===== src/rtl/slt_multicycle_pkg.sv =====
// slt_multicycle_pkg: shared state encoding and parameter legality helper for the multi-cycle SLT unit.
package slt_multicycle_pkg;
    typedef enum logic [1:0] {IDLE = 2'd0, RUN = 2'd1, DONE = 2'd2} state_t;

    function automatic bit chunk_legal(input int width, input int chunk);
        return chunk >= 1 && chunk <= width && width % chunk == 0;
    endfunction
endpackage


===== src/rtl/slt_chunk_sub.sv =====
// slt_chunk_sub: combinational CHUNK-bit slice of a + ~b + cin, exposing the carry into the slice MSB.
module slt_chunk_sub import slt_multicycle_pkg::*; #(
    parameter int CHUNK = 8
) (
    input  logic [CHUNK-1:0] x,
    input  logic [CHUNK-1:0] y_inv,
    input  logic             cin,
    output logic [CHUNK-1:0] sum,
    output logic             cout,
    output logic             cmsb
);
    assign {cout, sum} = {1'b0, x} + {1'b0, y_inv} + (CHUNK + 1)'(cin);
    // The carry into the MSB is recovered from the MSB sum bit, so CHUNK = 1 needs no special case.
    assign cmsb = sum[CHUNK-1] ^ x[CHUNK-1] ^ y_inv[CHUNK-1];
endmodule


===== src/rtl/slt_multicycle.sv =====
// slt_multicycle: set-less-than built from a CHUNK-bit subtract slice iterated LSB-first,
// with valid/ready handshakes on both sides.
module slt_multicycle import slt_multicycle_pkg::*; #(
    parameter int WIDTH = 32,
    parameter int CHUNK = 8
) (
    input  logic             clk,
    input  logic             reset,
    input  logic             in_valid,
    output logic             in_ready,
    input  logic [WIDTH-1:0] a,
    input  logic [WIDTH-1:0] b,
    input  logic             signed_mode,
    output logic             out_valid,
    input  logic             out_ready,
    output logic [WIDTH-1:0] result,
    output logic [WIDTH-1:0] diff,
    output logic             carryout,
    output logic             overflow,
    output logic             zero
);
    localparam int NCHUNK = WIDTH / CHUNK;
    localparam int KW = NCHUNK > 1 ? $clog2(NCHUNK) : 1;

    if (!chunk_legal(WIDTH, CHUNK)) begin : g_bad_chunk
        $error("slt_multicycle: WIDTH must be a non-zero multiple of CHUNK");
    end

    state_t           r_state, w_next;
    logic [WIDTH-1:0] r_a, r_b_inv, r_acc, r_diff, r_result, w_acc;
    logic [KW-1:0]    r_k;
    logic             r_c, r_sm, r_zacc, r_cout, r_ovf, r_zero;
    logic [31:0]      w_base;
    logic [CHUNK-1:0] w_sum;
    logic             w_cout, w_cmsb, w_last, w_ovf, w_lt, w_zacc;

    assign w_base = 32'(r_k) * CHUNK;

    slt_chunk_sub #(.CHUNK(CHUNK)) u_sub (
        .x     (r_a[w_base +: CHUNK]),
        .y_inv (r_b_inv[w_base +: CHUNK]),
        .cin   (r_c),
        .sum   (w_sum),
        .cout  (w_cout),
        .cmsb  (w_cmsb)
    );

    assign w_last = r_k == KW'(NCHUNK - 1);
    assign w_ovf  = w_cmsb ^ w_cout;
    assign w_zacc = r_zacc & ~|w_sum;
    // On the last slice, the slice MSB is the MSB of the full difference.
    assign w_lt   = r_sm ? w_sum[CHUNK-1] ^ w_ovf : ~w_cout;

    always_comb begin
        w_acc = r_acc;
        w_acc[w_base +: CHUNK] = w_sum;
    end

    always_ff @(posedge clk) begin
        r_state <= reset ? IDLE : w_next;
    end

    always_comb begin
        in_ready  = r_state == IDLE;
        out_valid = r_state == DONE;
        w_next    = r_state == IDLE ? (in_valid ? RUN : IDLE)
                  : r_state == RUN  ? (w_last ? DONE : RUN)
                  : (out_ready ? IDLE : DONE);
    end

    // Visible results load only on DONE entry, so they hold through IDLE and the next RUN.
    always_ff @(posedge clk) begin
        if (reset) begin
            r_diff   <= '0;
            r_result <= '0;
            r_cout   <= 1'b0;
            r_ovf    <= 1'b0;
            r_zero   <= 1'b0;
            r_acc    <= '0;
            r_k      <= '0;
            r_c      <= 1'b0;
            r_zacc   <= 1'b0;
        end else if (r_state == IDLE && in_valid) begin
            r_a     <= a;
            r_b_inv <= ~b;
            r_sm    <= signed_mode;
            r_c     <= 1'b1;
            r_k     <= '0;
            r_acc   <= '0;
            r_zacc  <= 1'b1;
        end else if (r_state == RUN) begin
            r_acc  <= w_acc;
            r_c    <= w_cout;
            r_zacc <= w_zacc;
            r_k    <= r_k + 1'b1;
            if (w_last) begin
                r_diff   <= w_acc;
                r_cout   <= w_cout;
                r_ovf    <= w_ovf;
                r_zero   <= w_zacc;
                r_result <= WIDTH'(w_lt);
            end
        end
    end

    assign result   = r_result;
    assign diff     = r_diff;
    assign carryout = r_cout;
    assign overflow = r_ovf;
    assign zero     = r_zero;
endmodule

===== config.mk =====
export PLATFORM = sky130hd
export DESIGN_NAME = slt_multicycle
export DESIGN_NICKNAME = d
export VERILOG_FILES = /design/src/rtl/slt_multicycle_pkg.sv /design/src/rtl/slt_chunk_sub.sv /design/src/rtl/slt_multicycle.sv
export SDC_FILE = /design/constraint.sdc
export NUM_CORES = 1
export LEC_CHECK = 0
export ABC_CLOCK_PERIOD_IN_PS = 9200
export BUFFER_PORTS_ARGS = -buffer_cell sky130_fd_sc_hd__buf_2
export CORE_MARGIN = 3
export CORE_UTILIZATION = 45
export DETAILED_ROUTE_END_ITERATION = 10
export HOLD_SLACK_MARGIN = 0.1
export PLACE_DENSITY = 0.64
export REMOVE_ABC_BUFFERS = 1
export SYNTH_ARGS = -nofsm -noshare
export SYNTH_HDL_FRONTEND = slang
export SYNTH_SLANG_ARGS = --single-unit

===== constraint.sdc =====
create_clock -name clk -period 9.2 [get_ports clk]
set_input_delay 0.92 -clock clk [delete_from_list [all_inputs] [get_ports clk]]
set_output_delay 0.92 -clock clk [all_outputs]
set_load 0.02 [all_outputs]

==> metrics.txt, run 1 <==
final hold violation count=0; share of layout cells above drive strength 1=25.90%; H-tree depth=4; chip width=121.6 um; Hold Path Sink=carryout; crit-path cells=buf_4 -> mux4_2 -> ha_1 -> a21o_1 -> a31oi_1 -> a211o_1 -> o2111ai_1 -> or4_4 -> o31ai_2; hold buffers post-CTS=0; number of synthesized flops with an enable pin=65; fin. max-slew vios=0; Area Growth Syn to Fin=19.26%; Max VDD drop=0.0001103 V; Clock Sinks=139; CTS tree=done; Placed Instance Area=6579 sq um; Leakage Power=0.002880 uW; Critical-path top delay cell=or4_4; first-pass GRT wire length=19800 um; Worst R2R Start=r_k[0]; Initial Utilization=46.85%; Tcrit/Tclk final=42.31%; Max Clock Freq=0.2569 GHz; synthesized area=6008 sq um; slowest stage delay, CP=0.69 ns; clk_lat worst skew=0.41 ns; row count=41; vias after detailed routing=4217; CP top delay family=compound AO/OA/AOI/OAI gates; unrepaired setup endpoints after global routing=no; RD Place Congestion=0.7883; gr ovfl total=0; WL final=12320 um; CP Buf/Inv Count=1; wire per inst=15.23 um; post-CTS setup buffer count=0; RR Endpoint=zero; placed wire-length estimate=8270 um; Critical Path RT=9.53 ns; Critical Path AT=4.22 ns; Hold Crit Class=reg2reg; DR pass1 iterations=6; die area=14770 sq um; Final Setup Violations=0; Overall Global Routing Usage=17.32%; final core utilization=55.87%; Setup crit end kind=register; Post-layout nets=708; R2R setup slack=5.31 ns; synth warn=0; ys async rst share=0%; CORE AREA=12820 sq um; reg2reg path depth=9; detailed-route DRC error count=0; Max clock buf depth=2; worst-path maximum fanout=17; synthesized area per cell=11.44 sq um; Cell variety after synth=46; 1st-iter DRT viols=252; WS Path Type=reg2reg; WHS Path Cells=2; Pwr per Cell Area=212.7 nW/um^2; hold path start=carryout; Tot Pwr=1524 uW; DR vias/cell=5.213; vias in the first global route=4059; max_cap viols=0; Worst setup SP type=register; Setup Total Neg Slack=0 ns; placed insts=777; worst-margin pin slew=1.192 ns; die height=121.6 um; Non-Filler Instances=809; sequential area share after synthesis=57.14%; Final Cell Area=7166 sq um; initial antenna violation count=0; port bufs=106; Final Critical Period=3.892 ns; clk slew on worst S/H paths=0.06 ns; fillcell total=1090; Synth Flop Type=dfxtp_1; top-level port count=138; status=completed; DRT antenna net count=0; largest net degree at the start of global routing=67; Cells after Synth=525; cts bufs inserted=17; post-cts sizing count=0; clock skew=0.007987 ns; antenna cells=0; root buffer cell=clkbuf_16; Seq cells post-synth=139; Max-slew headroom=19.94%
## state kept, by name, summed over array words and instances (netlist names)
register  cells
r_zacc        1
result        1
overflow      1
diff         32
r_a          32
carryout      1
r_b_inv      32
r_k           2
zero          1
r_sm          1
r_acc        32
r_c           1
r_state       2
## worst max path at each step
stage	startpoint	to	slack, ns	cells after the start
after global routing	r_k[0]	zero	5.15	9
after global placement	r_k[0]	zero	5.50	9
after floorplan	in_valid	r_a[0]	4.97	2
after CTS	r_k[0]	zero	5.35	9
after detailed placement	r_k[0]	zero	5.36	9
final	r_k[0]	zero	5.31	9
## synth_stat cells, types with 4 or more instances
library cell / instances / share of area [%]
xnor2_1: 4 / 0.58
nand2_1: 13 / 0.81
a21oi_1: 8 / 0.67
inv_1: 43 / 2.7
a211oi_1: 42 / 5.2
dfxtp_1: 74 / 25
o21ai_0: 5 / 0.42
nor3_1: 15 / 1.2
buf_4: 31 / 3.9
clkbuf_1: 27 / 1.7
ha_1: 13 / 2.7
edfxtp_1: 65 / 32
a32oi_1: 12 / 1.7
nor2_1: 80 / 5.0
a221oi_1: 12 / 1.7
a22oi_1: 20 / 2.5
mux4_2: 16 / 6.0
## routing by layer
metal / vias to the layer above / wire length [um] / track usage [%]
met3: 17 / 963 / 5.339
li1: 2053 / - / -
met1: 1963 / 5368 / 22.34
met4: 0 / 206 / 6.443
met2: 184 / 5785 / 27.63
met5: - / 0 / 0
## cell usage in the layout, fill, tap and decap left out, types with 3 or more instances in the layout
master     Yosys  routed
a211oi_1      42      42
a21o_1         3       3
a21oi_1        8       8
a221oi_1      12      12
a22oi_1       20      20
a31oi_1        3       3
a32oi_1       12      12
buf_2          2     106
buf_4         31       7
clkbuf_1      27       3
clkbuf_16      0      17
clkbuf_4       0       3
clkbuf_8       0       3
conb_1         1      31
dfxtp_1       74      74
edfxtp_1      65      65
ha_1          13      13
inv_1         43      43
mux4_2        16      16
nand2_1       13      13
nand2b_1       3       3
nor2_1        80      78
nor3_1        15      15
o21ai_0        5       5
xnor2_1        4       4
## cells by family (layout without fill, tap and decap cells)
| group | Yosys count | count (layout) | synth area share, % |
|---|---|---|---|
| AND/OR/NAND/NOR | 126 | 126 | 9.204 |
| multiplexers | 17 | 17 | 6.164 |
| buffers and inverters | 108 | 190 | 8.850 |
| XOR/XNOR | 6 | 6 | 0.8746 |
| adder cells (fa/ha/maj) | 15 | 15 | 3.374 |
| other | 1 | 31 | 0.06241 |
| AO/OA/AOI/OAI | 113 | 113 | 14.33 |
| flip-flops | 139 | 139 | 57.14 |
## per-stage QoR
| step | worst slack (ns) | hold WS (ns) |
|---|---|---|
| 2_1_floorplan | 4.971 | 0.4538 |
| 3_3_place_gp | 5.504 | 0.4658 |
| 3_5_place_dp | 5.359 | 0.4675 |
| 4_1_cts | 5.352 | 0.4751 |
| 5_1_grt | 5.152 | 0.5104 |
| 6_report | 5.308 | 0.4775 |
## cell type report
type | instances | area [sq um] | area share (%)
sequential | 139 | 3433 | 47.91
multi-input combinational | 308 | 2178 | 30.40
timing repair buffer | 113 | 583.1 | 8.137
clock buffer | 26 | 500.5 | 6.984
tap | 172 | 215.2 | 3.003
inverter | 45 | 168.9 | 2.357
clock inverter | 6 | 86.33 | 1.205
## worst reg2reg max path, stage by stage (launching register included)
cell and delay, ns:
dfxtp_1 0.46, buf_4 0.39, mux4_2 0.56, ha_1 0.39, a21o_1 0.22, a31oi_1 0.25
a211o_1 0.18, o2111ai_1 0.50, or4_4 0.69, o31ai_2 0.17
## power by group
part	switching, uW	internal, uW	leakage, uW
clock	240	430	0.000294
combinational	119	58.5	0.00139
sequential	8.27	669	0.00120
Note: power is estimated with default switching activity, not from simulation.
==> inputs of run 2 (changes only) <==
ABC_CLOCK_PERIOD_IN_PS = 3600   (was 9200)
clock period = 3.6 ns   (was 9.2 ns; I/O delays follow)
==> run 2 against run 1 <==
Effect of this change:
- combinational power rose to 2.8 times the previous value
- via count rose by 1.3%
- setup slack got worse by 5.0 ns
- critical endpoint unchanged
- highest routed layer unchanged
==> metrics.txt, run 2 (synthesized netlist as in run 1, its figures left out) <==
first-pass GRT wire length=20560 um; Worst setup SP type=register; Max-slew headroom=46.19%; CORE AREA=12820 sq um; max_cap viols=0; Clock Sinks=139; fin. max-slew vios=0; port bufs=106; antenna cells=0; unrepaired setup endpoints after global routing=no; Leakage Power=0.003004 uW; status=completed; chip width=121.6 um; register area=3433 sq um; Non-Filler Instances=836; Setup Total Neg Slack=0 ns; DRT antenna net count=0; Worst R2R Start=r_k[0]; top-level port count=138; Area Growth Syn to Fin=23.22%; RD Place Congestion=0.8032; Initial Utilization=46.85%; Pwr per Cell Area=526.8 nW/um^2; worst-margin pin slew=0.8071 ns; Hold Crit Class=in2reg; RR Endpoint=zero; most frequent cells in the layout=buf_2, nor2_1, dfxtp_1, edfxtp_1, inv_1; wire per inst=15.28 um; cts bufs inserted=17; placed insts=788; 1st-iter DRT viols=344; area occupied by multi-input gates=2178 sq um; H-tree depth=4; Final Setup Violations=0; Max VDD drop=0.0004014 V; row count=41; clock skew=0.01147 ns; CTS tree=done; Post-layout nets=736; hold path start=a[8]; Setup crit end kind=register; detailed-route DRC error count=0; gr ovfl total=0; crit path from=r_k[0]; DR vias/cell=5.109; WHS Path Cells=1; Max Clock Freq=0.2995 GHz; most common cell after layout, fill and taps aside=buf_2; share of layout cells above drive strength 1=26.81%; placed wire-length estimate=8539 um; clk slew on worst S/H paths=0.05 ns; Tcrit/Tclk final=92.75%; Hold Path Sink=r_a[8]; Critical Path RT=3.93 ns; WS Path Type=reg2reg; Critical Path AT=3.67 ns; die height=121.6 um; initial antenna violation count=0; Overall Global Routing Usage=18.25%; die area=14770 sq um; worst-path maximum fanout=21; vias after detailed routing=4271; DR pass1 iterations=5; largest net degree at the start of global routing=67; root buffer cell=clkbuf_16; vias in the first global route=4165; Final Critical Period=3.339 ns; clk_lat worst skew=0.42 ns; Max clock buf depth=2; WL final=12770 um; final core utilization=57.73%; reg2reg path depth=9; R2R setup slack=0.26 ns; fillcell total=1071; final hold violation count=0
-- run 2: routing by layer --
layer / wire, um / track usage (%) / vias up
met5: 0 / 0 / -
met4: 157 / 8.543 / 0
met3: 822 / 5.153 / 13
met2: 6380 / 29.95 / 150
met1: 5412 / 22.38 / 2002
li1: - / - / 2106
-- run 2: final cells by class --
class | instances | share of cell area (%)
multi-input cells | 308 | 29.42
clock buffers | 21 | 6.524
clock inverters | 10 | 1.200
inverters | 45 | 2.282
flip-flops and latches | 139 | 46.37
well taps | 172 | 2.907
repair buffers | 141 | 11.29
-- run 2: worst max path at each step --
stage,cells past startpoint,slack [ns],to
CTS,9,0.25,overflow
floorplan,3,-0.46,r_a[0]
detailed placement,9,0.26,overflow
global placement,9,0.31,overflow
global route,9,0.07,zero
finish,9,0.26,zero
-- run 2: critical path: stages, from the launching register on --
cell and delay [ns]:
dfxtp_1 0.39, buf_4 0.37, mux4_2 0.55, ha_1 0.40, a21o_1 0.21, a31oi_1 0.24
a211o_1 0.17, o2111ai_1 0.20, or4_4 0.54, o31ai_2 0.17
-- run 2: report_power, final --
group          leakage [uW]  internal, uW  switching [uW]
Sequential          0.00120          1710            20.5
Combinational       0.00151           195             308
Clock              0.000291          1020             643
Total               0.00300          2930             972
-- run 2: through the flow --
step	hold slack, ns	total power [uW]	worst slack (ns)	cell area, sq um
2_1_floorplan	0.4279	2056	-0.4586	5758
3_3_place_gp	0.4668	2235	0.3096	6661
3_5_place_dp	0.4748	2250	0.2624	6661
4_1_cts	0.1002	3934	0.2485	7393
5_1_grt	0.1007	4060	0.07280	7403
6_report	0.1183	3900	0.2609	7403
-- run 2: timing repair --
item,4_1_cts,5_1_grt
hold buffers,16,1
buffers inserted,0,0
resized for setup,0,0
endpoints found under the hold margin,16,1
==> inputs of run 3 (changes only) <==
CORE_ASPECT_RATIO = 1.75   (was unset)
GPL_TIMING_DRIVEN = 0   (was unset)
==> run 3 against run 2 <==
Effect of this change:
- sequential cell count unchanged
- combinational power down 6.8%
- sequential share of layout area up 0.41 points
- final cell count down 2.4%
- non-clock buffer count fell by 20
- critical endpoint unchanged
- largest power group is now the clock network
==> metrics.txt, run 3 (synthesized netlist as in run 1, its figures left out) <==
Max Clock Freq=0.2955 GHz; Max-slew headroom=11.70%; Max clock buf depth=2; H-tree depth=4; Final Setup Violations=0; Final Cell Area=7355 sq um; Setup crit end kind=register; antenna cells=0; share of layout cells above drive strength 1=26.98%; Max VDD drop=0.0003940 V; WS Path Type=reg2reg; Worst setup SP type=register; top-level port count=138; DRT antenna net count=0; die area=14830 sq um; Post-layout nets=716; Critical Path AT=3.71 ns; fin. max-slew vios=0; Overall Global Routing Usage=18.03%; Placed Instance Area=6599 sq um; WL final=12910 um; Tcrit/Tclk final=94.01%; clk slew on worst S/H paths=0.06 ns; RD Place Congestion=0.7523; detailed-route DRC error count=0; unrepaired setup endpoints after global routing=no; DR vias/cell=5.135; chip width=93.35 um; clk_lat worst skew=0.42 ns; hold path start=a[22]; Final Critical Period=3.384 ns; Initial Utilization=46.20%; port bufs=106; vias in the first global route=4246; hold_ws=0.1176 ns; row count=55; final hold violation count=0; die height=158.9 um; Clock Sinks=139; most common cell after layout, fill and taps aside=buf_2; Pwr per Cell Area=553.3 nW/um^2; root buffer cell=clkbuf_16; gr ovfl total=0; Area Growth Syn to Fin=22.41%; first-pass GRT wire length=20820 um; cts bufs inserted=17; crit path from=r_k[0]; clock skew=0.01104 ns; Hold Crit Class=in2reg; placed wire-length estimate=8915 um; 1st-iter DRT viols=220; Critical Path RT=3.92 ns; worst-path maximum fanout=11; Worst R2R Start=r_k[0]; CORE AREA=13010 sq um; worst-margin pin slew=1.325 ns; status=completed; final core utilization=56.55%; vias after detailed routing=4190; largest net degree at the start of global routing=50; most frequent cells in the layout=buf_2, nor2_1, dfxtp_1, edfxtp_1, inv_1; Leakage Power=0.002940 uW; initial antenna violation count=0; DR pass1 iterations=4; wire per inst=15.82 um; max_cap viols=0; CTS tree=done
run 3: changes by cell type in the layout (fill, tap and decap cells not counted), moves of 3 or more:
| cell | before | now |
|---|---|---|
| clkinv_2 | 4 | 1 |
| buf_4 | 18 | 7 |
| clkinv_1 | 2 | 5 |
| dlygate4sd3_1 | 17 | 4 |
| bufinv_16 | 1 | 5 |
| buf_12 | 0 | 3 |
run 3: worst paths after layout:
path | endpoint | slack (ns) | cells past startpoint
worst max-delay path | zero | 0.22 | 9
worst min-delay path | r_a[22] | 0.12 | 1
worst max register to register | zero | 0.22 | 9
worst min register to register | carryout | 0.48 | 2
run 3: worst max-delay path, cell delays in order, from the launching register on:
cell	delay [ns]
dfxtp_4	0.44
buf_4	0.14
mux4_2	0.48
ha_1	0.39
a21o_1	0.22
a31oi_1	0.26
a211o_1	0.19
o2111ai_2	0.35
or4_4	0.62
o31ai_2	0.18
run 3: final cells by class:
cell class              count  area [sq um]
flip-flops and latches    139          3441
clock inverters            13         198.9
clock buffers              19         432.9
repair buffers            121         694.4
fillers                  1129          5652
multi-input cells         308          2205
well taps                 171         214.0
inverters                  45         168.9
run 3: timing repair:
item                                   in CTS  in global routing
gates resized for setup                     3                  3
hold buffers                                0                  4
setup endpoints to repair                  37                 13
buffers inserted                            1                  7
endpoints found under the hold margin       0                  4
run 3: report_power, final:
part	internal [uW]	switching (uW)	total [uW]	leakage, uW
Sequential	1710	23.4	1730	0.00120
Combinational	166	304	469	0.00144
Clock	1220	647	1870	0.000300
Total	3100	974	4070	0.00294
run 3: per-stage QoR:
step           instances  total power, uW  TNS, ns  worst slack [ns]
2_1_floorplan        492             2056   -32.82           -0.4586
3_3_place_gp         769             2196  -146.67            -1.684
3_5_place_dp         772             2213   -6.000           -0.3967
4_1_cts              805             4078        0           0.06012
5_1_grt              816             4219        0           0.07531
6_report             816             4069        0            0.2155
run 3: routing by layer:
layer / track usage (%) / vias to the layer above / routed length [um]
met2: 33.33 / 106 / 7406
met3: 3.839 / 20 / 500
met1: 19.13 / 2004 / 4739
met4: 7.672 / 0 / 261
met5: 0 / - / 0
li1: - / 2060 / -
